==> config.mk <==
export PLATFORM = sky130hd
export DESIGN_NAME = fetch_stage_flat
export DESIGN_NICKNAME = d
export VERILOG_FILES = /design/src/rtl/cpu_pkg.sv /design/src/rtl/fetch_stage_if.sv /design/src/rtl/fetch_stage_if_id_reg.sv /design/src/rtl/fetch_stage.sv /design/src/flat_wrapper.sv
export SDC_FILE = /design/constraint.sdc
export NUM_CORES = 1
export LEC_CHECK = 0
export BUFFER_PORTS_ARGS = -buffer_cell sky130_fd_sc_hd__buf_2
export CORE_AREA = 4 4 48 93
export DETAILED_ROUTE_END_ITERATION = 10
export DIE_AREA = 0 0 52 97
export PLACE_DENSITY = 0.73
export SLEW_MARGIN = 20
export SYNTH_ARGS = -nofsm -noshare
export SYNTH_HDL_FRONTEND = slang
export SYNTH_HIERARCHICAL = 1
export SYNTH_SLANG_ARGS = --single-unit
==> constraint.sdc <==
create_clock -name clk -period 1.4 [get_ports clk]
set_input_delay 0.21 -clock clk [delete_from_list [all_inputs] [get_ports clk]]
set_output_delay 0.21 -clock clk [all_outputs]
set_load 0.02 [all_outputs]
==> src/rtl/cpu_pkg.sv <==
// ============================================================================
// Module  : cpu_pkg
// Purpose : Shared widths, opcode constants and the fetch state encoding for
//           the CPU front end.
// Ports   : none (package)
// Rev     : 1.0 - initial release
// ============================================================================
`default_nettype none

package cpu_pkg;

  localparam int ADDR_W  = 8;
  localparam int INSTR_W = 16;
  localparam int OPC_W   = 5;

  // Opcode lives in the top five bits of every instruction word.
  localparam logic [OPC_W-1:0] OPC_NOP  = 5'b00000;
  localparam logic [OPC_W-1:0] OPC_HALT = 5'b00001;
  localparam logic [OPC_W-1:0] OPC_ADD  = 5'b00010;
  localparam logic [OPC_W-1:0] OPC_SUB  = 5'b00011;
  localparam logic [OPC_W-1:0] OPC_LD   = 5'b00100;
  localparam logic [OPC_W-1:0] OPC_ST   = 5'b00101;
  localparam logic [OPC_W-1:0] OPC_BR   = 5'b00110;

  localparam logic [INSTR_W-1:0] NOP_WORD = 16'h0000;

  typedef enum logic [1:0] {
    ST_IDLE   = 2'd0,
    ST_RUN    = 2'd1,
    ST_HALTED = 2'd2
  } fetch_state_t;

  function automatic logic is_halt(input logic [INSTR_W-1:0] instr);
    return instr[INSTR_W-1 -: OPC_W] == OPC_HALT;
  endfunction

endpackage

`default_nettype wire

==> src/rtl/fetch_stage_if.sv <==
// ============================================================================
// Module  : fetch_stage_if
// Purpose : Control, instruction-memory and IF/ID signals of the fetch stage.
// Ports   : enable, stall, redirect, redirect_pc, imem_rdata (into fetch);
//           imem_addr, id_instr, id_pc, id_valid, halted (out of fetch).
//           Modport slave = fetch stage, master = surrounding CPU / memory.
// Rev     : 1.0 - initial release
// ============================================================================
`default_nettype none

interface fetch_stage_if;
  import cpu_pkg::*;

  logic                enable;
  logic                stall;
  logic                redirect;
  logic [ADDR_W-1:0]   redirect_pc;
  logic [ADDR_W-1:0]   imem_addr;
  logic [INSTR_W-1:0]  imem_rdata;
  logic [INSTR_W-1:0]  id_instr;
  logic [ADDR_W-1:0]   id_pc;
  logic                id_valid;
  logic                halted;

  modport slave (
    input  enable, stall, redirect, redirect_pc, imem_rdata,
    output imem_addr, id_instr, id_pc, id_valid, halted
  );

  modport master (
    output enable, stall, redirect, redirect_pc, imem_rdata,
    input  imem_addr, id_instr, id_pc, id_valid, halted
  );

endinterface

`default_nettype wire

==> src/rtl/fetch_stage_if_id_reg.sv <==
// ============================================================================
// Module  : if_id_reg
// Purpose : IF/ID pipeline register. Flush inserts a bubble (NOP, invalid,
//           address kept), hold freezes all fields, otherwise it captures the
//           fetched word and its address as a valid instruction.
// Ports   : clk, reset (async, active high), i_flush, i_hold, i_instr, i_pc,
//           o_instr, o_pc, o_valid.
// Rev     : 1.0 - initial release
// ============================================================================
`default_nettype none

module if_id_reg
  import cpu_pkg::*;
(
  input  wire logic               clk,
  input  wire logic               reset,
  input  wire logic               i_flush,
  input  wire logic               i_hold,
  input  wire logic [INSTR_W-1:0] i_instr,
  input  wire logic [ADDR_W-1:0]  i_pc,
  output logic      [INSTR_W-1:0] o_instr,
  output logic      [ADDR_W-1:0]  o_pc,
  output logic                    o_valid
);

  logic [INSTR_W-1:0] r_instr;
  logic [ADDR_W-1:0]  r_pc;
  logic               r_valid;

  // Flush outranks hold so a redirect arriving with a stall still squashes.
  always_ff @(posedge clk or posedge reset) begin
    if (reset) begin
      r_instr <= NOP_WORD;
      r_pc    <= '0;
      r_valid <= 1'b0;
    end else if (i_flush) begin
      r_instr <= NOP_WORD;
      r_valid <= 1'b0;
    end else if (!i_hold) begin
      r_instr <= i_instr;
      r_pc    <= i_pc;
      r_valid <= 1'b1;
    end
  end

  assign o_instr = r_instr;
  assign o_pc    = r_pc;
  assign o_valid = r_valid;

endmodule

`default_nettype wire

==> src/rtl/fetch_stage.sv <==
// ============================================================================
// Module  : fetch_stage
// Purpose : Instruction fetch: PC register, IDLE/RUN/HALTED control and the
//           IF/ID register. Redirect beats disable beats stall beats advance.
// Ports   : clk, reset (async, active high), bus (fetch_stage_if.slave).
// Params  : RESET_PC - PC loaded on reset.
// Config  : FETCH_HALT_STOP_EN - when defined, a fetched HALT opcode freezes
//           the PC and parks the stage in HALTED until a redirect.
// Rev     : 1.0 - initial release
// ============================================================================
`default_nettype none

module fetch_stage
  import cpu_pkg::*;
#(
  parameter logic [ADDR_W-1:0] RESET_PC = 8'h00
) (
  input  wire logic   clk,
  input  wire logic   reset,
  fetch_stage_if.slave bus
);

  fetch_state_t      r_state;
  fetch_state_t      w_state_nxt;
  logic [ADDR_W-1:0] r_pc;
  logic [ADDR_W-1:0] w_pc_nxt;
  logic              w_flush;
  logic              w_hold;
  logic              w_halt_word;

`ifdef FETCH_HALT_STOP_EN
  assign w_halt_word = is_halt(bus.imem_rdata);
  assign bus.halted  = (r_state == ST_HALTED);
`else
  assign w_halt_word = 1'b0;
  assign bus.halted  = 1'b0;
`endif

  always_ff @(posedge clk or posedge reset) begin
    if (reset) begin
      r_state <= ST_IDLE;
      r_pc    <= RESET_PC;
    end else begin
      r_state <= w_state_nxt;
      r_pc    <= w_pc_nxt;
    end
  end

  // IF/ID action is load whenever neither flush nor hold is raised.
  always_comb begin
    w_state_nxt = r_state;
    w_pc_nxt    = r_pc;
    w_flush     = 1'b0;
    w_hold      = 1'b0;
    case (r_state)
      ST_IDLE: begin
        w_flush = 1'b1;
        if (bus.redirect)
          w_pc_nxt = bus.redirect_pc;
        else if (bus.enable)
          w_state_nxt = ST_RUN;
      end
      ST_RUN: begin
        if (bus.redirect) begin
          w_flush  = 1'b1;
          w_pc_nxt = bus.redirect_pc;
        end else if (!bus.enable) begin
          w_flush     = 1'b1;
          w_state_nxt = ST_IDLE;
        end else if (bus.stall) begin
          w_hold = 1'b1;
        end else if (w_halt_word) begin
          // HALT is latched as a valid instruction, PC stays on it.
          w_state_nxt = ST_HALTED;
        end else begin
          w_pc_nxt = r_pc + 8'd1;
        end
      end
      ST_HALTED: begin
        if (bus.redirect) begin
          w_flush     = 1'b1;
          w_pc_nxt    = bus.redirect_pc;
          w_state_nxt = ST_RUN;
        end else if (bus.stall) begin
          w_hold = 1'b1;
        end else begin
          w_flush = 1'b1;
        end
      end
      default: begin
        w_flush     = 1'b1;
        w_state_nxt = ST_IDLE;
      end
    endcase
  end

  assign bus.imem_addr = r_pc;

  if_id_reg u_if_id_reg (
    .clk     (clk),
    .reset   (reset),
    .i_flush (w_flush),
    .i_hold  (w_hold),
    .i_instr (bus.imem_rdata),
    .i_pc    (r_pc),
    .o_instr (bus.id_instr),
    .o_pc    (bus.id_pc),
    .o_valid (bus.id_valid)
  );

endmodule

`default_nettype wire
==> src/flat_wrapper.sv <==
// flat-port wrapper written by rule: the top's interface ports become plain ports
module fetch_stage_flat import cpu_pkg::*;
#(
  parameter logic [ADDR_W-1:0] RESET_PC = 8'h00
)
  (clk, reset, bus_enable, bus_stall, bus_redirect, bus_redirect_pc, bus_imem_rdata, bus_imem_addr, bus_id_instr, bus_id_pc, bus_id_valid, bus_halted);
  fetch_stage_if bus_i ();
  input  wire logic clk;
  input  wire logic reset;
  input wire logic [$bits(bus_i.enable)-1:0] bus_enable;
  input wire logic [$bits(bus_i.stall)-1:0] bus_stall;
  input wire logic [$bits(bus_i.redirect)-1:0] bus_redirect;
  input wire logic [$bits(bus_i.redirect_pc)-1:0] bus_redirect_pc;
  input wire logic [$bits(bus_i.imem_rdata)-1:0] bus_imem_rdata;
  output wire logic [$bits(bus_i.imem_addr)-1:0] bus_imem_addr;
  output wire logic [$bits(bus_i.id_instr)-1:0] bus_id_instr;
  output wire logic [$bits(bus_i.id_pc)-1:0] bus_id_pc;
  output wire logic [$bits(bus_i.id_valid)-1:0] bus_id_valid;
  output wire logic [$bits(bus_i.halted)-1:0] bus_halted;
  assign bus_i.enable = bus_enable;
  assign bus_i.stall = bus_stall;
  assign bus_i.redirect = bus_redirect;
  assign bus_i.redirect_pc = bus_redirect_pc;
  assign bus_i.imem_rdata = bus_imem_rdata;
  assign bus_imem_addr = bus_i.imem_addr;
  assign bus_id_instr = bus_i.id_instr;
  assign bus_id_pc = bus_i.id_pc;
  assign bus_id_valid = bus_i.id_valid;
  assign bus_halted = bus_i.halted;
  fetch_stage #(.RESET_PC(RESET_PC)) u_core (.clk(clk), .reset(reset), .bus(bus_i));
endmodule
==> summary.md <==
| Metric | Value |
|---|---|
| Status | `finished, final reports clean` |
| Clk sinks | `34` |
| GP Congestion | `0.7906` |
| Pwr Total | `2.951 mW` |
| Final instance area | `0.002273 mm^2` |
| Longest Clk Path Bufs | `2` |
| Ratio of cells with drive above 1 in the final layout | `0.4884` |
| Most used flip-flop cell after synthesis | `dfrtp_1` |
| Cell Rows | `32` |
| Die Height | `97 um` |
| Hold Fails Final Rpt | `0` |
| Max VDD drop | `0.0009459 V` |
| Final worst setup slack | `0.002261 ns` |
| Residual DRC | `0` |
| FF-to-FF End | `u_core/u_if_id_reg/o_pc[0]$_DFFE_PP0P_` |
| Total routed wirelength | `3.758 mm` |
| Final Max Slew Viols | `0` |
| Post-synthesis mux area share | `0.1898` |
| Vias in the first global route | `1318` |
| Syn_nets | `162` |
| EDFF count, synth | `0` |
| Synth Area in Adders | `0.007874` |
| Flops & latches, synth | `34` |
| R2r setup slk | `0.002 ns` |
| Commonest non-fill, non-tap cells in the layout | `buf_2, dfrtp_1, nor2_1` |
| Nature of the critical path endpoint | `flip-flop` |
| Hold Startpoint | `bus_redirect_pc[3]` |
| Kind of critical path | `reg2reg` |
| Syn Inst Count | `132` |
| Die Wd | `52 um` |
| Antenna-violating nets left | `0` |
| Worst slack, placed | `-0.04196 ns` |
| Hold path cells | `3` |
| # port buffers | `61` |
| Xor and xnor area share after synthesis | `0.01102` |
| CP required | `1.56 ns` |
| Min-Delay Path Class | `in2reg` |
| Area growth, synth to finish | `43.07%` |
| Largest net degree at the start of global routing | `26` |
| Seq/Total Area, Yosys | `0.5354` |
| DPL Wire Length | `2.840 mm` |
| Core box area | `0.003804 mm^2` |
| CTS clk-pin slew, worst paths | `0.08 ns` |
| Avg Cell Area, Syn | `12.04 um^2` |
| Ys async rst share | `1.000` |
| Clock latency on the worst-skew pair | `0.28 ns` |
| Final hold slack | `0.1249 ns` |
| Die area | `0.005044 mm^2` |
| Clock root buffer | `clkbuf_8` |
| Reg2Reg Launch Point | `u_core/r_state[0]$_DFFE_PP0P_` |
| Vias per cell | `4.880` |
| Starting density of the core | `0.4178` |
| Leakage | `1.131 nW` |
| Fmax | `715.4 MHz` |
| Max_cap viols | `0` |
| Num CTS Buffers | `5` |
| Netlist Area Pre-Place | `0.001589 mm^2` |
| Initial antenna violation count | `0` |
| Complex-gate fraction of the synthesized area | `0.05591` |
| CP arrival | `1.56 ns` |
| Synth Area in Simple Gates | `0.1441` |
| CP startpoint | `u_core/r_state[0]$_DFFE_PP0P_` |
| Detailed Routing Iterations Pass 1 | `4` |
| Tmin final | `1.398 ns` |
| Power Density | `1298 mW/mm^2` |
| Top area cells in the synthesized netlist | `dfrtp_1, mux2i_1, mux2_4, nor2_1, buf_6` |
| Warnings, synthesis | `6` |
| Synth area leader | `dfrtp_1` |
| Routed WL per cell | `14.13 um` |
| Final period utilization | `0.9984` |
| Reg2Reg Depth | `5` |
| Vias | `1298` |
| Top cell type's share of synthesized area | `0.5354` |
| Grt ovf | `0` |
| DR iter-0 viols | `16` |
| I/O pins | `63` |
| Worst Skew | `0.01363 ns` |
| CTS tree | `done` |
| CTS H-tree lvls | `2` |
| Max FO, Critical Path | `8` |
| Hold EP | `u_core/bus.imem_addr[3]$_DFFE_PP0P_` |
| Ant. Diodes | `0` |
| Layout Nets | `244` |
| Startpoint types | `flip-flop` |
| RSZ-0062 raised after global routing | `yes` |
| Area after DPL | `0.002007 mm^2` |
| Commonest non-fill, non-tap cell in the layout | `buf_2` |
| Final setup fails | `0` |
| First-pass GRT wire length | `5.913 mm` |
| Tot GR Track Use | `0.1541` |
| Largest family of logic cells by synthesized area | `multiplexers` |
| Post-layout util | `0.5977` |
| Distinct cell type count after synthesis | `28` |
==> stage by stage <==
stage	instances	setup TNS, ns
after CTS	263	-0.1119
final	266	0
after floorplan	132	0
after global placement	251	-0.08199
after detailed placement	251	-0.5707
after global routing	266	-0.1883
==> flip-flops by register name (all words and copies together), names as in the netlist <==
register and count:
u_core/r_state 1, u_core/bus.imem_addr 8, u_core/u_if_id_reg/o_valid 1, u_core/u_if_id_reg/o_pc 8, u_core/u_if_id_reg/o_instr 16
==> logic make-up after synthesis <==
| kind of cell | count (synthesis) |
|---|---|
| other | 1 |
| AO/OA/AOI/OAI | 14 |
| XOR/XNOR | 2 |
| AND/OR/NAND/NOR | 43 |
| multiplexers | 26 |
| buffers and inverters | 11 |
| adder cells (fa/ha/maj) | 1 |
| flip-flops | 34 |
==> critical path: stages, from the launching register on <==
cell and delay [ns]:
dfrtp_2 0.46, nand3_4 0.12, nor2_4 0.06, buf_6 0.13
nor2_8 0.19, mux2_4 0.32
==> routing by layer <==
layer,vias up,GRT usage,share of wire
met2,57,0.3016,0.58
li1,622,-,-
met4,0,0.04242,0.016
met3,7,0.02928,0.065
met1,612,0.1512,0.34
met5,-,0,0
==> timing repair <==
action,4_1_cts,5_1_grt
buffers inserted,2,3
cloned,1,0
gates resized for setup,4,6
hold endpoints to repair,34,0
pin swaps,5,6
hold buffers,1,0
endpoints found under the setup margin,26,21
==> area by class of cell <==
type / instances / area [um^2]
clock buffers: 6 / 82.58
inverters: 5 / 18.77
repair buffers: 81 / 518.0
flip-flops and latches: 34 / 854.6
multi-input cells: 87 / 675.6
clock inverters: 2 / 60.06
well taps: 51 / 63.81
fillers: 344 / 1530
==> worst max path at each step <==
stage / endpoint / slack, ns / cells past startpoint
CTS: u_core/u_if_id_reg/o_pc[7]$_DFFE_PP0P_ / -0.02 / 5
detailed placement: u_core/u_if_id_reg/o_instr[13]$_DFFE_PP0P_ / -0.04 / 5
global placement: u_core/bus.imem_addr[6]$_DFFE_PP0P_ / -0.02 / 4
finish: u_core/u_if_id_reg/o_pc[0]$_DFFE_PP0P_ / 0.002 / 5
floorplan: u_core/bus.imem_addr[6]$_DFFE_PP0P_ / 0.007 / 4
global route: u_core/bus.imem_addr[6]$_DFFE_PP0P_ / -0.03 / 4
==> where the power goes <==
group          switching, mW  internal (mW)
clock network          0.344          0.759
registers             0.0819           1.10
logic                  0.353          0.317
total                  0.778           2.17
==> cells in the mapped netlist, types with 2 or more instances <==
cell      instances
nand3_1           4
o211ai_1          2
nor2_1           20
mux2_4            8
buf_6             3
xor2_1            2
a31oi_1           3
or3_1             3
inv_1             5
o21ai_0           4
o31ai_1           3
dfrtp_1          34
or4_1             3
mux2i_1          17
nand2_1           8
No activity file was read; power rests on OpenSTA's default activity.
